File: src/rtl/adder_tree_pkg.sv
// adder_tree_pkg: width helpers and frame sideband type; ADDER_TREE_ACC_SIGNED_EN selects two's complement arithmetic
package adder_tree_pkg;

`ifdef ADDER_TREE_ACC_SIGNED_EN
    localparam bit SIGNED_EN = 1'b1;
`else
    localparam bit SIGNED_EN = 1'b0;
`endif

    typedef struct packed {
        logic valid;
        logic last;
        logic forced;
    } ctrl_t;

    function automatic int tree_st(input int n);
        return ($clog2(n) > 1) ? $clog2(n) : 1;
    endfunction

    function automatic int o_data_w(input int w, input int n);
        return w + $clog2(n);
    endfunction

    function automatic int acc_w(input int w, input int n, input int a);
        return o_data_w(w, n) + $clog2(a) + ((a > 1 && (a & (a - 1)) == 0) ? 1 : 0);
    endfunction

endpackage

File: src/rtl/adder_tree_level.sv
// adder_tree_level: one registered pairwise-add level of the reduction tree
module adder_tree_level
    import adder_tree_pkg::*;
#(
    parameter int IN_N = 2,
    parameter int IN_W = 1
) (
    input  logic                         clk,
    input  logic                         rst_n,
    input  ctrl_t                        ctrl,
    input  logic [0:IN_N-1][IN_W-1:0]    data,
    output ctrl_t                        sum_ctrl,
    output logic [0:IN_N/2-1][IN_W:0]    sum
);

    // sideband travels with the data; only its valid bit matters after reset
    always_ff @(posedge clk) begin
        if (!rst_n) sum_ctrl <= '0;
        else sum_ctrl <= ctrl;
    end

    // add neighbours, widening by one bit (sign or zero extension)
    always_ff @(posedge clk) begin
        for (int i = 0; i < IN_N / 2; i++)
            sum[i] <= {SIGNED_EN & data[2*i][IN_W-1], data[2*i]}
                    + {SIGNED_EN & data[2*i+1][IN_W-1], data[2*i+1]};
    end

endmodule

File: src/rtl/adder_tree_acc.sv
// adder_tree_acc: pipelined adder tree feeding a frame accumulator; ADDER_TREE_ACC_SIGNED_EN selects signed mode
module adder_tree_acc
    import adder_tree_pkg::*;
#(
    parameter int DATA_W = 3,
    parameter int DATA_N = 9,
    parameter int ACC_N  = 4,
    localparam int ACC_W = acc_w(DATA_W, DATA_N, ACC_N)
) (
    input  logic                            clk,
    input  logic                            rst_n,
    input  logic                            i_valid,
    input  logic [0:DATA_N-1][DATA_W-1:0]   i_data,
    input  logic                            i_last,
    output logic                            o_valid,
    output logic [ACC_W-1:0]                o_data,
    output logic                            o_forced
);

    localparam int TREE_ST = tree_st(DATA_N);
    localparam int LEAVES  = 1 << TREE_ST;
    localparam int CNT_W   = ($clog2(ACC_N) > 1) ? $clog2(ACC_N) : 1;
    localparam int SUM_W   = DATA_W + TREE_ST;

    logic [CNT_W-1:0]               cnt;
    logic                           at_lim;
    logic                           force_close;
    logic [0:LEAVES-1][DATA_W-1:0]  leaves;
    ctrl_t                          c [TREE_ST+1];
    logic [SUM_W-1:0]               td;
    logic [ACC_W-1:0]               beat;
    logic [ACC_W-1:0]               acc;
    logic                           first;
    logic                           close;
    logic                           done;
    logic                           done_forced;

    assign at_lim      = cnt == CNT_W'(ACC_N - 1);
    assign force_close = i_valid & ~i_last & at_lim;
    assign c[0]        = '{valid: i_valid, last: i_last, forced: force_close};

    // count beats of the open frame; wrap on any close
    always_ff @(posedge clk) begin
        if (!rst_n) cnt <= '0;
        else if (i_valid) cnt <= (i_last | at_lim) ? '0 : cnt + 1'b1;
    end

    // pad the operand vector with zeros up to a power of two
    always_comb begin
        leaves = '0;
        for (int i = 0; i < DATA_N; i++) leaves[i] = i_data[i];
    end

    for (genvar l = 0; l < TREE_ST; l++) begin : g
        localparam int N = LEAVES >> l;
        localparam int W = DATA_W + l;
        logic [0:N/2-1][W:0] s;
        if (l == 0) begin : f
            adder_tree_level #(.IN_N(N), .IN_W(W)) u_lvl (
                .clk     (clk),
                .rst_n   (rst_n),
                .ctrl    (c[0]),
                .data    (leaves),
                .sum_ctrl(c[1]),
                .sum     (s)
            );
        end else begin : n
            adder_tree_level #(.IN_N(N), .IN_W(W)) u_lvl (
                .clk     (clk),
                .rst_n   (rst_n),
                .ctrl    (c[l]),
                .data    (g[l-1].s),
                .sum_ctrl(c[l+1]),
                .sum     (s)
            );
        end
    end

    assign td    = g[TREE_ST-1].s[0];
    assign beat  = SIGNED_EN ? ACC_W'($signed(td)) : ACC_W'(td);
    assign close = c[TREE_ST].valid & (c[TREE_ST].last | c[TREE_ST].forced);

    // accumulate tree output; the first beat of a frame loads instead of adding
    always_ff @(posedge clk) begin
        if (!rst_n) begin
            acc         <= '0;
            first       <= 1'b1;
            done        <= 1'b0;
            done_forced <= 1'b0;
        end else begin
            if (c[TREE_ST].valid) begin
                acc   <= first ? beat : acc + beat;
                first <= close;
            end
            done        <= close;
            done_forced <= c[TREE_ST].forced;
        end
    end

    // publish the closed frame for one cycle and hold it afterwards
    always_ff @(posedge clk) begin
        if (!rst_n) begin
            o_valid  <= 1'b0;
            o_data   <= '0;
            o_forced <= 1'b0;
        end else begin
            o_valid <= done;
            if (done) begin
                o_data   <= acc;
                o_forced <= done_forced;
            end
        end
    end

endmodule

File: config.mk
export PLATFORM = sky130hd
export DESIGN_NAME = adder_tree_acc
export DESIGN_NICKNAME = d
export VERILOG_FILES = /design/src/rtl/adder_tree_pkg.sv /design/src/rtl/adder_tree_level.sv /design/src/rtl/adder_tree_acc.sv
export SDC_FILE = /design/constraint.sdc
export NUM_CORES = 1
export LEC_CHECK = 0
export ABC_AREA = 1
export CORE_MARGIN = 2
export CORE_UTILIZATION = 35
export DETAILED_ROUTE_END_ITERATION = 8
export PLACE_DENSITY_LB_ADDON = 0.1
export RECOVER_POWER = 100
export SYNTH_ARGS = -nofsm -noshare
export SYNTH_HDL_FRONTEND = slang
export SYNTH_SLANG_ARGS = --single-unit
File: constraint.sdc
create_clock -name clk -period 2.9 [get_ports clk]
set_clock_uncertainty 0.15 [all_clocks]
set_input_delay 0.58 -clock clk [delete_from_list [all_inputs] [get_ports clk]]
set_output_delay 0.58 -clock clk [all_outputs]
set_load 0.03 [all_outputs]
==> reports/metrics.yaml <==
stdcell_area_mm2: 0.004340
yosysWarningCount: 0
setup_viol: 0
routedWlPerCell_um: 9.967
post_drt_via_cell_ratio: 4.262
grt_util_all_layers: 0.1198
cts_resized: 0
r2r_slack_ns: 0.98
io_buffers: 42
h-tree-depth: 3
synth_cells: 390
vias: 2459
startpoint_type: "register"
yosys_register_bits: 87
clock_path_buffers: 2
grt_pass1_wl_um: 10720
yosysSeqAreaShare: 0.4874
fin_cells: 577
ys_types: 31
die_h_um: 105.0
post-cts-setup-buffers: 0
hold_viol: 0
critical_path_class: "register to output port"
grt_max_degree: 30
power_leakage_uw: 0.002153
ant_nets: 0
drc: 0
max_slew_margin: 0.7193
dp_cells: 562
cts_num_sinks: 87
start_util: 0.3623
finalSetupTns_ns: 0
critPathCaptureType: "output port"
hpwlAfterDp_um: 4462
crit_family: "buffers and inverters"
cp_max_fo: 2
first_iter_violations: 35
synth_area_leader_cell: "dfxtp_1"
finalCritPeriodShare: 0.7484
n_antenna_cell: 0
antenna_found_initial: 0
rsz0062_at_grt: "false"
io_pins: 43
min_path_cells: 0
maxCapViolCount: 0
min_path_type: "register to register"
coreArea_mm2: 0.009864
r2r-end: "acc[8]$_SDFFE_PN0P_"
overflow: 0
clockRootBuffer: "clkbuf_8"
synth.area.top_cells: "dfxtp_1, ha_1, nand2_1"
fp-row-count: 36
fin_crit_ns: 2.170
crit_path_max_incr_delay_ns: 0.76
path_cells: "dlygate4sd3_1"
final_common_cell: "dfxtp_1"
max_freq_ghz: 0.4607
synth_nets: 466
critPathRequiredTime_ns: 2.17
wirelength_um: 5751
place_congestion: 0.7873
status: "finished clean"
die_x_um: 105.0
crit_arrival_ns: 1.44
fin_nets: 516
cts_tree: "built"
die_area_mm2: 0.01103
clk_pin_slew_ns: 0.08
holdCritStartpoint: "g[0].f.u_lvl.sum[13]$_DFF_P_"
slew_viol_final: 0
drive_gt1_frac: 0.05856
clock_latency_ns: 0.35
synth_top_area_share: 0.4874
crit_buf_inv: 1
synth.cell_area_mm2: 0.003573
mostFrequentLayoutCells: "dfxtp_1, nand2_1, inv_1, ha_1, nor2_1"
ir_drop_mv: 0.2228
placed_cell_area_mm2: 0.004145
min_to: "g[1].n.u_lvl.sum[6]$_DFF_P_"
grt_pass1_vias: 2551
syn2layout_area_growth_pct: 21.46
reg2reg_depth: 10
cellPowerDensity_mw_per_mm2: 687.6
tightest_slew_ns: 0.4204
cts_buffers: 9
dr.pass1.iters: 4
r2r-start: "acc[0]$_SDFFE_PN0P_"
holdBufCountCts: 0
avgSynthCellArea_um2: 9.163
crit_path_top_delay_cell: "dlygate4sd3_1"
==> how the worst max path moves through the flow <==
stage | slack [ns] | to | startpoint | cells past startpoint
after detailed placement | 0.75 | acc[8]$_SDFFE_PN0P_ | rst_n | 6
final | 0.73 | o_data[8] | o_data[8]$_SDFFE_PN0P_ | 1
after floorplan | 1.18 | acc[8]$_SDFFE_PN0P_ | acc[0]$_SDFFE_PN0P_ | 10
after CTS | 0.78 | o_data[8] | o_data[8]$_SDFFE_PN0P_ | 1
after global routing | 0.68 | o_data[7] | o_data[7]$_SDFFE_PN0P_ | 1
after global placement | 0.78 | acc[8]$_SDFFE_PN0P_ | rst_n | 6
==> cells by family after synthesis <==
family          after synthesis  share of synthesized area
compound gates               46                    0.07458
xor+xnor                     14                    0.03431
fa+ha+maj                    45                     0.1765
buf+inv                      69                    0.07458
flops                        87                     0.4874
simple gates                129                     0.1527
==> layout make-up <==
class	count	area, um^2
multi-input cells	234	1565
fillers	958	5524
repair buffers	43	427.9
inverters	65	244.0
well taps	133	166.4
clock inverters	6	71.32
flip-flops and latches	87	1742
clock buffers	9	123.9
==> power breakdown <==
part	total (uW)	internal [uW]	leakage, uW	switching (uW)
Sequential	1490	1390	0.000720	95.7
Combinational	675	323	0.00134	352
Clock	820	399	0.0000919	421
Total	2980	2120	0.00215	869
==> cells in the mapped netlist <==
library cell	count
nand3_1	17
clkinv_1	1
a21oi_1	19
nor2_4	1
inv_2	2
nor2_1	34
o221a_2	1
fa_1	9
and2_4	1
o21ai_0	16
xor2_1	7
a22o_1	2
ha_1	36
dfxtp_1	87
a21o_1	1
nand3b_1	3
clkbuf_1	3
or2_0	2
or2_2	1
nor3_1	1
inv_1	62
a31o_2	1
nand2_2	2
o221ai_1	2
nand2_1	66
buf_6	1
xnor2_1	7
or2_1	1
a211oi_1	1
a21oi_2	1
a31oi_1	2
==> per-stage QoR <==
step	hold slack [ns]	util	setup WS, ns	power [uW]
3_3_place_gp	0.1619	0.4202	0.7783	2197
2_1_floorplan	0.1596	-	1.175	2021
6_report	0.1803	0.4400	0.7296	2984
3_5_place_dp	0.1644	0.4202	0.7474	2213
5_1_grt	0.1993	0.4400	0.6752	3227
4_1_cts	0.1837	0.4400	0.7762	3044
==> per-layer routing <==
layer,share of wire,global-route usage
met5,0,0
met1,0.47,0.1419
met4,0.021,0.05714
met3,0.035,0.03369
met2,0.47,0.1994
==> registers in the layout, summed over array words and instances (netlist names) <==
name                count
g.f.u_lvl.sum_ctrl      3
o_valid                 1
done_forced             1
g.n.u_lvl.sum          29
o_data                 10
g.n.u_lvl.sum_ctrl      9
done                    1
g.f.u_lvl.sum          19
cnt                     2
first                   1
acc                    10
o_forced                1
(Power assumes the default switching activity.)
